[src/rtl/mem_access_pkg.sv]
// Shared types and constants for the MEM-stage data memory initiator.
package mem_access_pkg;

  localparam int unsigned WORD_W = 32;
  localparam int unsigned HALF_W = 16;
  localparam int unsigned BYTE_W = 8;

  localparam logic [1:0] SZ_BYTE = 2'b00;
  localparam logic [1:0] SZ_HALF = 2'b01;
  localparam logic [1:0] SZ_WORD = 2'b10;

  typedef enum logic [1:0] {
    ST_IDLE,
    ST_RD_WAIT,
    ST_WR,
    ST_RESP
  } state_t;

  // Rejects size 11, odd half addresses and any unaligned word address.
  function automatic logic is_misaligned(input logic [1:0] size, input logic [1:0] offset);
    is_misaligned = (size == 2'b11) ||
                    ((size == SZ_HALF) && offset[0]) ||
                    ((size == SZ_WORD) && (offset != 2'b00));
  endfunction

endpackage

[src/rtl/mem_lane_align.sv]
// Little-endian lane extraction with extension for loads and lane merge for sub-word stores.
module mem_lane_align
  import mem_access_pkg::*;
(
  input  logic [1:0]        size,
  input  logic [1:0]        offset,
  input  logic              is_unsigned,
  input  logic [WORD_W-1:0] rd_word,
  input  logic [WORD_W-1:0] st_data,
  output logic [WORD_W-1:0] ld_value,
  output logic [WORD_W-1:0] st_word
);

  logic [4:0]        byte_lsb;
  logic [4:0]        half_lsb;
  logic [BYTE_W-1:0] byte_lane;
  logic [HALF_W-1:0] half_lane;

  assign byte_lsb  = {offset, 3'b000};
  assign half_lsb  = {offset[1], 4'b0000};
  assign byte_lane = rd_word[byte_lsb +: BYTE_W];
  assign half_lane = rd_word[half_lsb +: HALF_W];

  always_comb begin
    // NOTE: every output gets a default before the case so no path leaves it unassigned (no latch).
    ld_value = rd_word;
    st_word  = st_data;
    case (size)
      SZ_BYTE: begin
        ld_value = is_unsigned ? {{(WORD_W-BYTE_W){1'b0}}, byte_lane}
                               : {{(WORD_W-BYTE_W){byte_lane[BYTE_W-1]}}, byte_lane};
        st_word  = rd_word;
        st_word[byte_lsb +: BYTE_W] = st_data[BYTE_W-1:0];
      end
      SZ_HALF: begin
        ld_value = is_unsigned ? {{(WORD_W-HALF_W){1'b0}}, half_lane}
                               : {{(WORD_W-HALF_W){half_lane[HALF_W-1]}}, half_lane};
        st_word  = rd_word;
        st_word[half_lsb +: HALF_W] = st_data[HALF_W-1:0];
      end
      default: begin
        ld_value = rd_word;
        st_word  = st_data;
      end
    endcase
  end

endmodule

[src/rtl/mem_access_unit.sv]
// MEM-stage initiator: sequences loads, stores and sub-word read-modify-write on a
// single-port word memory and stalls the pipeline while a transaction is in flight.
module mem_access_unit
  import mem_access_pkg::*;
#(
  parameter int ADDR_W = 5,
  parameter int RD_LAT = 1
) (
  input  logic              clk,
  input  logic              reset,
  input  logic              req_valid,
  input  logic              req_read,
  input  logic              req_write,
  input  logic [1:0]        req_size,
  input  logic              req_unsigned,
  input  logic [31:0]       req_addr,
  input  logic [31:0]       req_wdata,
  output logic              stall,
  output logic              resp_valid,
  output logic [31:0]       resp_data,
  output logic              misalign,
  output logic [ADDR_W-1:0] mem_addr,
  output logic [31:0]       mem_wdata,
  output logic              mem_read,
  output logic              mem_write,
  input  logic [31:0]       mem_rdata
);

  localparam logic [2:0] CNT_INIT = 3'(RD_LAT - 1);

  state_t            state_q, state_d;
  logic [2:0]        cnt_q, cnt_d;
  logic [ADDR_W-1:0] addr_q, addr_d;
  logic [1:0]        off_q, off_d;
  logic [1:0]        size_q, size_d;
  logic              uns_q, uns_d;
  logic              wr_q, wr_d;
  logic              mis_q, mis_d;
  logic [31:0]       wdata_q, wdata_d;
  logic [31:0]       data_q, data_d;

  logic              accept;
  logic [31:0]       ld_value;
  logic [31:0]       st_word;
  logic              unused_addr_bits;

  assign unused_addr_bits = ^req_addr[31:ADDR_W+2];

  mem_lane_align u_align (
    .size       (size_q),
    .offset     (off_q),
    .is_unsigned(uns_q),
    .rd_word    (mem_rdata),
    .st_data    (wdata_q),
    .ld_value   (ld_value),
    .st_word    (st_word)
  );

  assign accept = (state_q == ST_IDLE) && req_valid && (req_read ^ req_write);

  always_comb begin
    state_d = state_q;
    cnt_d   = cnt_q;
    addr_d  = addr_q;
    off_d   = off_q;
    size_d  = size_q;
    uns_d   = uns_q;
    wr_d    = wr_q;
    mis_d   = mis_q;
    wdata_d = wdata_q;
    data_d  = data_q;
    case (state_q)
      ST_IDLE: begin
        if (accept) begin
          // NOTE: blocking assignments here so mis_d can be read back below in the same pass.
          addr_d  = req_addr[ADDR_W+1:2];
          off_d   = req_addr[1:0];
          size_d  = req_size;
          uns_d   = req_unsigned;
          wr_d    = req_write;
          wdata_d = req_wdata;
          data_d  = '0;
          cnt_d   = CNT_INIT;
          mis_d   = is_misaligned(req_size, req_addr[1:0]);
          if (mis_d)                                 state_d = ST_RESP;
          else if (req_write && req_size == SZ_WORD) state_d = ST_WR;
          else                                       state_d = ST_RD_WAIT;
        end
      end
      ST_RD_WAIT: begin
        // The read word is consumed straight off mem_rdata on the final wait edge.
        if (cnt_q == 3'd0) begin
          if (wr_q) begin
            wdata_d = st_word;
            state_d = ST_WR;
          end else begin
            data_d  = ld_value;
            state_d = ST_RESP;
          end
        end else begin
          cnt_d = cnt_q - 3'd1;
        end
      end
      ST_WR:   state_d = ST_RESP;
      ST_RESP: state_d = ST_IDLE;
      default: state_d = ST_IDLE;
    endcase
  end

  always_ff @(posedge clk or posedge reset) begin
    if (reset) begin
      state_q <= ST_IDLE;
      cnt_q   <= '0;
      addr_q  <= '0;
      off_q   <= '0;
      size_q  <= '0;
      uns_q   <= 1'b0;
      wr_q    <= 1'b0;
      mis_q   <= 1'b0;
      wdata_q <= '0;
      data_q  <= '0;
    end else begin
      state_q <= state_d;
      cnt_q   <= cnt_d;
      addr_q  <= addr_d;
      off_q   <= off_d;
      size_q  <= size_d;
      uns_q   <= uns_d;
      wr_q    <= wr_d;
      mis_q   <= mis_d;
      wdata_q <= wdata_d;
      data_q  <= data_d;
    end
  end

  assign stall      = (state_q == ST_RD_WAIT) || (state_q == ST_WR);
  assign resp_valid = (state_q == ST_RESP);
  assign misalign   = resp_valid && mis_q;
  assign resp_data  = resp_valid ? data_q : '0;
  assign mem_read   = (state_q == ST_RD_WAIT);
  assign mem_write  = (state_q == ST_WR);
  assign mem_wdata  = mem_write ? wdata_q : '0;
  assign mem_addr   = addr_q;

endmodule

[config.mk]
export PLATFORM = sky130hd
export DESIGN_NAME = mem_access_unit
export DESIGN_NICKNAME = d
export VERILOG_FILES = /design/src/rtl/mem_access_pkg.sv /design/src/rtl/mem_lane_align.sv /design/src/rtl/mem_access_unit.sv
export SDC_FILE = /design/constraint.sdc
export NUM_CORES = 1
export LEC_CHECK = 0
export CORE_UTILIZATION = 45
export CTS_CLUSTER_DIAMETER = 150
export DETAILED_ROUTE_END_ITERATION = 12
export PLACE_DENSITY = 0.9
export SLEW_MARGIN = 20
export SYNTH_ARGS = -nofsm -noshare
export SYNTH_HDL_FRONTEND = slang
export SYNTH_SLANG_ARGS = --single-unit
[constraint.sdc]
create_clock -name clk -period 5.1 [get_ports clk]
set_input_delay 1.02 -clock clk [delete_from_list [all_inputs] [get_ports clk]]
set_output_delay 1.02 -clock clk [all_outputs]
set_load 0.01 [all_outputs]
==> load_flow_metrics.sql <==
INSERT INTO impl_metrics (metric_group, metric, value, unit) VALUES
('synth', 'yosys.area_share.xor_xnor', '0.1708', '%'),
('run_status', 'outcome', 'complete, no violations', ''),
('synth', 'synth-main-ff-cell', 'dfrtp_1', ''),
('placement', 'numPlacedInstances', '783', ''),
('floorplanning', 'die_outline_height', '108.7', 'um'),
('synth', 'yosys-mux-area-fraction', '10.49', '%'),
('synth', 'syn_avg_cell_area', '9.804', 'um2'),
('timing', 'fin_tns_setup', '0', 'ns'),
('synth', 'yosys.area.top_type', 'dfrtp_1', ''),
('drt', 'count_of_antenna_violating_nets_left_after_detailed_routing', '0', ''),
('synth', 'syn-num-nets', '639', ''),
('power_and_ir_drop', 'share_clk_of_total_power', '14.3', '%'),
('worst_setup_path', 'worst_path_max_delay_cell', 'ha_1', ''),
('worst_hold_path', 'hold_path_class', 'register to register', ''),
('timing', 'timing_max_transition_violations_final', '0', ''),
('synth', 'yosys.cell_types.count', '53', ''),
('layout', 'finish.net_count', '770', ''),
('clock_network', 'ctsLongestPathBuffers', '2', ''),
('layout', 'area_used_by_multi_input_combinational_logic', '2849', 'um2'),
('power_and_ir_drop', 'max-vdd-ir-drop', '0.3329', 'mV'),
('job', 'max_cap_viol_count', '0', ''),
('synth', 'post_synth_main_area_contributors', 'dfrtp_1, and2_1, mux2_2, a22o_1, mux2i_1', ''),
('floorplanning', 'die_width', '108.7', 'um'),
('layout', 'flow.area_growth_from_synthesis', '36.14', '%'),
('clock_network', 'post_cts_hold_buffer_count', '0', ''),
('floorplanning', 'design.portCount', '178', ''),
('layout', 'final_layout_size_suffix_gt1_share', '9.256', '%'),
('clock_network', 'numCtsBuffers', '9', ''),
('synth', 'postSynthRegisterBits', '81', ''),
('layout', 'antenna-diode-count', '0', ''),
('synth', 'syn-instance-count', '523', ''),
('power_and_ir_drop', 'internal-power', '2.346', 'mW'),
('grt', 'grt_pass1_wl', '25200', 'um'),
('grt', 'gr-usage-all-layers', '28.53', '%'),
('synth', 'synth_compound_gate_area_share', '25.01', '%'),
('drt', 'routedWlPerCell', '20.33', 'um'),
('synth', 'synth_top_family_by_area', 'compound AO/OA/AOI/OAI gates', ''),
('worst_setup_path', 'start_kind', 'register', ''),
('power_and_ir_drop', 'seq_power_share', '28.7', '%'),
('timing', 'relSlewSlack', '28.42', '%'),
('power_and_ir_drop', 'net_switching_power_of_the_design', '1.754', 'mW'),
('placement', 'placement.io_buffers', '152', ''),
('clock_network', 'insertion_delay', '0.34', 'ns'),
('clock_network', 'clock_tree_root', 'clkbuf_16', ''),
('floorplanning', 'die_area', '11830', 'um2'),
('timing', 'clock.fmax', '282.0', 'MHz'),
('timing', 'finalClockSkew', '0.008063', 'ns'),
('drt', 'detailed_route_wire_length', '16250', 'um'),
('worst_setup_path', 'critical_path.n_buffers_inverters', '2', ''),
('clock_network', 'clock_tree.htree_level_count', '3', ''),
('power_and_ir_drop', 'switching_share', '42.78', '%'),
('clock_network', 'path_clk_slew', '0.05', 'ns'),
('timing', 'final_min_period_over_clock_period', '69.53', '%'),
('clock_network', 'cts_setup_buffers', '0', ''),
('grt', 'first_global_vias', '4696', ''),
('worst_setup_path', 'timing.critical_path.required', '4.08', 'ns'),
('synth', 'post-synth-top-area-fraction', '39.53', '%'),
('placement', 'post-dp-hpwl', '12030', 'um'),
('worst_setup_path', 'worst_setup_path_end_kind', 'output port', ''),
('power_and_ir_drop', 'p_leak', '2.857', 'nW'),
('synth', 'synth_seq_area_share', '39.53', '%'),
('synth', 'yosys_warnings', '0', ''),
('drt', 'via_per_inst', '6.018', ''),
('timing', 'period_needed', '3.546', 'ns'),
('worst_setup_path', 'worstSetupPathType', 'register to output port', ''),
('grt', 'grt_max_degree', '50', ''),
('synth', 'netlist_area', '5127', 'um2'),
('layout', 'filler_cell_count_in_the_final_layout', '901', ''),
('timing', 'unrepaired_setup_endpoints_after_global_routing', 'false', ''),
('synth', 'synth.cells.most_frequent', 'dfrtp_1, and2_1, o21ai_0', ''),
('worst_setup_path', 'biggest_cell_delay_along_the_critical_path', '0.80', 'ns');
[power groups by stage]
| stage | combinational (mW) | clock [mW] | sequential (mW) |
|---|---|---|---|
| after floorplan | 1.60 | 0 | 1.07 |
| after global placement | 2.24 | 0 | 1.15 |
| after detailed placement | 2.31 | 0 | 1.17 |
| after CTS | 2.32 | 0.586 | 1.17 |
| after global routing | 2.55 | 0.615 | 1.21 |
| final | 2.34 | 0.586 | 1.18 |
[path summary, 6_finish.rpt]
check,from,endpoint,depth (start not counted)
min reg2reg,cnt_q[0],cnt_q[0],1
max reg2reg,state_q[1],wdata_q[12],7
min in group asynchronous,reset,cnt_q[2],2
max,state_q[0],mem_wdata[10],4
min,cnt_q[0],cnt_q[0],1
max in group asynchronous,reset,data_q[28],3
[routing by layer]
metal  global-route usage [%]  vias to the layer above  wire length, um
li1                         -                     2198                -
met1                    37.97                     2360             6886
met2                    46.16                      215             7821
met3                    5.559                       35             1145
met4                    10.33                        0              394
met5                        0                        -                0
[area by class of cell]
class                   instances  area share (%)
flip-flops and latches         81           29.04
multi-input cells             379           40.81
clock buffers                  10           3.280
inverters                      24           1.308
repair buffers                159           22.55
well taps                     140           2.509
clock inverters                 6          0.5019
[logic make-up (layout without fill, tap and decap cells)]
| family | Yosys count | in the layout |
|---|---|---|
| buffers and inverters | 63 | 199 |
| AO/OA/AOI/OAI | 174 | 174 |
| AND/OR/NAND/NOR | 142 | 142 |
| adder cells (fa/ha/maj) | 12 | 12 |
| XOR/XNOR | 1 | 1 |
| flip-flops | 81 | 81 |
| multiplexers | 50 | 50 |
[state kept, by name (all words and copies together) (netlist names)]
| signal | flops |
|---|---|
| cnt_q | 3 |
| data_q | 32 |
| mem_addr | 5 |
| mis_q | 1 |
| off_q | 2 |
| size_q | 2 |
| state_q | 2 |
| uns_q | 1 |
| wdata_q | 32 |
| wr_q | 1 |
[cell usage in the layout (no fill, tap or decap), types with 8 or more instances in the layout]
cell type / n
o21ai_0: 39
and2_1: 65
nand2b_1: 28
a21oi_1: 16
nand2_1: 16
o22ai_1: 13
inv_1: 21
o211ai_1: 8
a222oi_1: 8
clkbuf_16: 9
a32o_1: 9
a22o_1: 28
dfrtp_1: 81
ha_1: 12
mux2i_1: 20
o31ai_1: 18
a221oi_1: 12
mux2_2: 30
clkdlybuf4s50_1: 152
[stage by stage]
stage	utilization, %	power [mW]	hold WS [ns]	cell area [um2]
after floorplan	-	2.675	0.4487	5127
after global placement	61.08	3.394	0.4616	6709
after detailed placement	61.08	3.479	0.4661	6709
after CTS	63.49	4.074	0.4735	6973
after global routing	63.56	4.373	0.4959	6980
final	63.56	4.100	0.4706	6980
Power figures use the tool's default switching activity.
